### src/rtl/lockin_lpf_decim.sv
// Lock-in post-mixer low-pass stage: integrate-and-dump over 2^LOG2_N samples, then one-pole IIR.
// I and Q lanes share one frame counter, so both channels always dump on the same sample.
`timescale 1ns/1ps
module lockin_lpf_decim #(
    parameter int DW     = 32,
    parameter int LOG2_N = 8
) (
    input  logic                 clk,
    input  logic                 rstn,
    input  logic                 in_valid,
    input  logic signed [DW-1:0] data_sin_i,
    input  logic signed [DW-1:0] data_cos_i,
    input  logic [3:0]           iir_k,
    input  logic                 clear,
    output logic signed [DW-1:0] i_out,
    output logic signed [DW-1:0] q_out,
    output logic                 out_valid
);
    localparam int ACC_W = DW + LOG2_N;

    logic [LOG2_N-1:0]    cnt_reg;
    logic                 box_valid_reg;
    logic                 seeded_reg;
    logic                 out_valid_reg;
    logic                 frame_done;
    logic signed [DW-1:0] sample [2];
    logic signed [DW-1:0] y_lane [2];

    assign sample[0]  = data_sin_i;
    assign sample[1]  = data_cos_i;
    assign frame_done = in_valid && (cnt_reg == {LOG2_N{1'b1}});

    // Shared frame control; the counter wraps from N-1 to 0 on the dumping sample.
    always_ff @(posedge clk or negedge rstn) begin
        if (!rstn) begin
            cnt_reg       <= '0;
            box_valid_reg <= 1'b0;
            seeded_reg    <= 1'b0;
            out_valid_reg <= 1'b0;
        end else if (clear) begin
            cnt_reg       <= '0;
            box_valid_reg <= 1'b0;
            seeded_reg    <= 1'b0;
            out_valid_reg <= 1'b0;
        end else begin
            box_valid_reg <= frame_done;
            out_valid_reg <= box_valid_reg;
            if (in_valid) begin
                cnt_reg <= cnt_reg + LOG2_N'(1);
            end
            if (box_valid_reg) begin
                seeded_reg <= 1'b1;
            end
        end
    end

    generate
        for (genvar gi = 0; gi < 2; gi++) begin : g_lane
            logic signed [ACC_W-1:0] acc_reg;
            logic signed [ACC_W-1:0] sum;
            logic signed [DW-1:0]    box_reg;
            logic signed [DW-1:0]    y_reg;
            logic signed [DW:0]      diff;
            logic signed [DW:0]      step;
            logic signed [DW:0]      y_sum;
            logic                    unused_msb;

            assign sum = acc_reg + {{LOG2_N{sample[gi][DW-1]}}, sample[gi]};

            // One extra bit keeps box - y exact; the update lands between y and box, so DW bits suffice.
            assign diff       = {box_reg[DW-1], box_reg} - {y_reg[DW-1], y_reg};
            assign step       = diff >>> iir_k;
            assign y_sum      = {y_reg[DW-1], y_reg} + step;
            assign unused_msb = y_sum[DW];

            always_ff @(posedge clk or negedge rstn) begin
                if (!rstn) begin
                    acc_reg <= '0;
                    box_reg <= '0;
                end else if (clear) begin
                    acc_reg <= '0;
                end else if (in_valid) begin
                    if (frame_done) begin
                        // Dropping the low LOG2_N bits is an arithmetic shift with floor rounding.
                        box_reg <= sum[ACC_W-1:LOG2_N];
                        acc_reg <= '0;
                    end else begin
                        acc_reg <= sum;
                    end
                end
            end

            always_ff @(posedge clk or negedge rstn) begin
                if (!rstn) begin
                    y_reg <= '0;
                end else if (!clear && box_valid_reg) begin
                    if (!seeded_reg || (iir_k == 4'd0)) begin
                        y_reg <= box_reg;
                    end else begin
                        y_reg <= y_sum[DW-1:0];
                    end
                end
            end

            assign y_lane[gi] = y_reg;
        end
    endgenerate

    assign i_out     = y_lane[0];
    assign q_out     = y_lane[1];
    assign out_valid = out_valid_reg;

endmodule

### config.mk
export PLATFORM = sky130hd
export DESIGN_NAME = lockin_lpf_decim
export DESIGN_NICKNAME = d
export VERILOG_FILES = /design/src/rtl/lockin_lpf_decim.sv
export SDC_FILE = /design/constraint.sdc
export NUM_CORES = 1
export LEC_CHECK = 0
export CAP_MARGIN = 5
export CORE_MARGIN = 10
export CORE_UTILIZATION = 40
export CTS_CLUSTER_DIAMETER = 60
export DETAILED_ROUTE_END_ITERATION = 10
export PLACE_DENSITY = 0.66
export SYNTH_ARGS = -nofsm -noshare
export SYNTH_HDL_FRONTEND = slang
export SYNTH_SLANG_ARGS = --single-unit
### constraint.sdc
create_clock -name clk -period 5.67 [get_ports clk]
set_clock_uncertainty 0.05 [all_clocks]
set_input_delay 1.134 -clock clk [delete_from_list [all_inputs] [get_ports clk]]
set_output_delay 1.134 -clock clk [all_outputs]
set_load 0.1 [all_outputs]
Word-level counts from Yosys, hierarchy flattened
Index checks and enable logic that the tools add are counted.

Flip-flop bits (word level): 219. Input bits: 72. Output and inout bits: 65.

Add/subtract/negate cells: 7. Eq/ne operators: 1. Shift operators: 2. Mux-type cells: 14. Bitwise logic cells: 1. Reduce and logical (&&, ||, !) cells: 9.

Operators with widths (count): two-way mux 40 bit (6); adder 40 bit (2); >>> shifter 33 x 4 -> 32 bit (2); subtractor 32 x 32 -> 33 bit (2); adder 32 bit (2); two-way mux 32 bit (2); two-way mux 8 bit (2); adder 8 x 1 -> 8 bit, second input constant (1); equality test 8 bit, second input constant (1); logical NOT 4 bit (1); two-way mux 1 bit (4); nonzero test 2 bit (2); AND reduction 3 bit (1); logical AND 1 bit (2); logical NOT 1 bit (2); logical OR 1 bit (1); NOT 1 bit (1).

Logic depth before layout (Yosys ltp)
Depth in word-level cells: 5. Gate-level depth with buffers: 27.

Least setup slack after synthesis
No wires, ideal clock.

Kind: register to register. Start point: register g_lane[0].y_reg[2] (netlist: i_out[2]). End point: register g_lane[0].y_reg[30] (netlist: i_out[30]). Library setup time: 0.138 ns. Arrival time: 6.185 ns. Data required time: 5.482 ns. Slack: -0.703 ns. Cell stages (with the launch flop): 26. Buffers on the path: 0. Cell sequence: dfrtp_1 > inv_1 > ha_1 > nor2b_1 > o31a_1 > o221ai_2 > a21boi_0 > o41ai_1 > xnor2_1 > mux4_2 > mux2_2 > nor2_1 > a21oi_1 > ha_1 > fa_1 > a21o_1 > a21oi_1 > o21ai_0 > a2111oi_0 > o21a_1 > o21ai_0 > a221o_1 > a21oi_1 > o31ai_1 > xnor2_1 > o221ai_1.

Longest elaborated chain between the ends: 4.

RTL lines: from (decl) (RTL line 62) `logic signed [DW-1:0] y_reg;`; from (signal assigned) (RTL line 98) `y_reg <= box_reg;`; from (signal assigned) (RTL line 100) `y_reg <= y_sum[DW-1:0];`; subtractor 32 x 32 -> 33 bit (RTL line 71) `assign diff = {box_reg[DW-1], box_reg} - {y_reg[DW-1], y_reg};`; >>> shifter 33 x 4 -> 32 bit (RTL line 72) `assign step = diff >>> iir_k;`; adder 32 bit * (RTL line 73) `assign y_sum = {y_reg[DW-1], y_reg} + step;`; two-way mux 32 bit * (RTL line 97) `if (!seeded_reg || (iir_k == 4'd0)) begin`.

Every way passes the cells marked *; elsewhere a longest branch is shown, timed or not. A chain may end at the register's enable or synchronous reset.

Final worst setup path
Start point: register g_lane[1].y_reg[0] (netlist: q_out[0]). End point: register g_lane[1].y_reg[27] (netlist: q_out[27]).

Longest elaborated chain between the ends: 4.

RTL lines (RTL line): from (decl) (62); from (signal assigned) (98); from (signal assigned) (100); subtractor 32 x 32 -> 33 bit (71); >>> shifter 33 x 4 -> 32 bit (72); adder 32 bit * (73); two-way mux 32 bit * (97).

Marked as above.

==> results.md <==
- Outcome: finished with violations
- Failing checks: negative setup slack
- Clock-pin slew on the worst setup and hold paths: 60 ps
- Die Span Y: 256 um
- Final WL: 80300 um
- HPWL Detailed: 61500 um
- Row cnt: 86
- Total die area: 0.0656 sq mm
- Yosys reg bits: 219
- CTS Hold Buffers Added: 0
- Post-Syn Instances: 2694
- Worst-Margin Slew: 1150 ps
- Antenna diodes: 0
- Largest cells by area after synthesis: dfrtp_1, ha_1, a21oi_1
- Setup TNS: -3170 ps
- Final Net Count: 3542
- DRT Pass-1 Iters: 5
- Worst r2r dst: q_out[27]
- Die width: 256 um
- R2r setup slk: -310 ps
- Ports: 137
- Worst Setup Path Type: flip-flop to flip-flop
- Mapped Nets: 2983
- DRC: 0
- Area Growth Syn to Fin: 36.8%
- Fraction of layout cells with a size suffix above 1: 28.0%
- Via count: 23263
- Total congestion overflow: 0
- R2R Path Start: q_out[0]
- Core area: 0.0551 sq mm
- Max reg flops: 80
- Max Freq: 0.167 GHz
- LEAKAGE: 0.0146 uW
- Global-route wire length before repair: 126000 um
- Core Util, Final: 55.3%
- Hold EP: g_lane[0].acc_reg[3]
- Clock latency on the worst-skew pair: 590 ps
- CTS root buf: clkbuf_16
- Slack of the critical path: -307 ps
- WL/cell: 20.0 um
- Synth async-reset ratio: 100%
- Min-Delay Path Class: flip-flop to flip-flop
- Power consumption: 6010 uW
- Largest net degree at the start of global routing: 120
- Vias in the first global route: 22875
- Final-report setup violation count: 25
- Syn. warnings: 0
- Total Routing Usage GR: 23.3%
- H-tree Lvls: 1
- Max-cap violation count: 0
- RSZ-0062 raised after global routing: true
- Number of DRC violations after detailed-routing iteration 0: 1935
- PwrDens: 197 mW/mm^2
- Count of input and output buffers: 136
- Period utilization: 105%
- Layout Cells excl Fill: 4025
- Final Critical Period: 5980 ps
- Yosys top cell area share: 24.6%
- Largest area contributor in the netlist: dfrtp_1
- Hold Path Cell Cnt: 2
- Placed instance count: 3918
- Endpoints failing hold: 0
- Final slew viol count: 0
- Fillers: 5020
- Sequential element share of the synthesized area: 24.6%
- Max IR drop VDD: 0.188 mV
- Sw frac: 33.7%
- Internal Dissipation: 3980 uW
- CP Launch Type: flip-flop
- # clock sinks: 219
- R2r worst-path depth: 26
- Vias per cell: 5.78
- Cell Area, Synth: 0.0223 sq mm
- Min-Delay Startpoint: g_lane[0].acc_reg[3]
- Switching pwr: 2030 uW
- Final instance area: 0.0305 sq mm
- Combinational share of power: 34.8%
- Clock Tree Buf Depth: 3
- Part of the power in registers: 28.6%
- Clock power frac: 36.5%
- Post-route antenna net violation count: 0
- Cell Area, Placed: 0.0278 sq mm
- WP data arrival: 6430 ps
- Post-synth EDFFs: 0
- Avg Cell Area, Syn: 8.27 sq um
- Beginning of the critical path: q_out[0]
- Starting Density: 40.5%
- CTS buffer count: 30
- Placer Congestion: 0.974
- Initial antenna violation count: 1
- Worst slew margin: 23.6%
- Crit path required time: 6120 ps
- CP Capture Type: flip-flop
- Distinct cells, synth: 93
- CTS tree: yes
- Critical-path maximum fanout: 4
- Top FF cell, synth: dfrtp_1
==> power groups by stage <==
| stage | sequential, uW | clock [uW] | combinational, uW |
|---|---|---|---|
| global placement | 1740 | 0 | 1850 |
| detailed placement | 1740 | 0 | 1900 |
| finish | 1720 | 2190 | 2090 |
| global route | 1730 | 2310 | 2280 |
| CTS | 1720 | 2240 | 1990 |
| floorplan | 1730 | 0 | 1320 |
==> how the worst max path moves through the flow <==
stage / cells past startpoint / to / slack (ps)
3_5_place_dp: 26 / q_out[31] / -650
4_1_cts: 24 / i_out[31] / -210
2_1_floorplan: 22 / i_out[31] / -7
6_report: 26 / q_out[27] / -310
5_1_grt: 26 / q_out[27] / -490
3_3_place_gp: 26 / q_out[31] / -590
==> worst max-delay path, cell delays in order, from the launching register on <==
cell	delay (ps)
dfrtp_4	490
ha_4	170
fa_2	360
nor2b_4	130
o21ai_2	70
a21boi_2	160
o31a_1	260
o211ai_2	180
o31a_1	380
o21ai_2	210
xor2_2	260
a211oi_2	130
mux4_2	540
mux2i_4	290
ha_4	250
a221o_1	320
a21o_1	190
a21oi_2	210
nor3_2	80
o21ai_2	70
buf_6	150
a21oi_4	60
or3_1	390
a21oi_2	140
xnor2_1	120
nand2_1	80
a22oi_2	160
==> cell usage in the layout (no fill, tap or decap), drive strengths merged, types with 71 or more instances in the layout <==
cell type	synthesis	routed
a21o	87	87
a21oi	263	263
buf	20	515
clkdlybuf4s50	0	131
dfrtp	219	219
ha	211	211
inv	148	153
mux2i	71	71
nand2	297	297
nor2	220	220
o21ai	159	159
xnor2	125	125
==> timing repair <==
action | in CTS | in global routing
pin swaps | 92 | 112
endpoints found under the hold margin | 0 | 0
gates resized for setup | 106 | 137
buffers inserted | 32 | 25
endpoints found under the setup margin | 34 | 47
==> logic make-up (layout without fill, tap and decap cells) <==
family / count (synthesis) / count (layout) / share of synthesized area, %
xor+xnor: 178 / 178 / 6.99
fa+ha+maj: 217 / 217 / 12.4
buf+inv: 267 / 850 / 4.79
compound gates: 902 / 902 / 27.2
mux: 139 / 139 / 8.48
flops: 219 / 219 / 24.6
simple gates: 772 / 772 / 15.6
==> per-stage QoR <==
step	worst slack, ps	hold WS [ps]
after floorplan	-6.56	404
after global placement	-588	418
after detailed placement	-652	425
after CTS	-214	444
after global routing	-486	468
final	-307	441
==> per-layer routing <==
| layer | up-vias | global-route usage (%) | share of wire [%] |
|---|---|---|---|
| met5 | - | 0 | 0.016 |
| met4 | 2 | 6.91 | 3.0 |
| met3 | 150 | 4.07 | 6.8 |
| met2 | 796 | 36.6 | 45 |
| met1 | 11312 | 32.1 | 45 |
| li1 | 11003 | - | - |
==> layout make-up <==
class | instances | area (sq um) | share of cell area [%]
clock buffer | 37 | 808 | 2.65
clock inverter | 19 | 330 | 1.08
inverter | 148 | 558 | 1.83
multi-input combinational | 2208 | 17000 | 55.7
sequential | 219 | 5560 | 18.2
tap | 748 | 936 | 3.07
timing repair buffer | 646 | 5300 | 17.4
==> Yosys cell counts, drive strengths merged (8+ instances only) <==
master / count
a211o: 12
a211oi: 64
a21o: 87
a21oi: 263
a22o: 61
a22oi: 17
a31oi: 32
and2: 18
and3: 18
buf: 20
clkbuf: 99
dfrtp: 219
ha: 211
inv: 148
mux2: 32
mux2i: 71
mux4: 36
nand2: 297
nand2b: 26
nand3: 46
nand3b: 8
nand4: 23
nor2: 220
nor2b: 22
nor3: 45
o211ai: 24
o21a: 31
o21ai: 159
o21bai: 39
o22ai: 9
o31ai: 16
or2: 9
or3: 15
xnor2: 125
xor2: 53
Note: power is estimated with default switching activity, not from simulation.
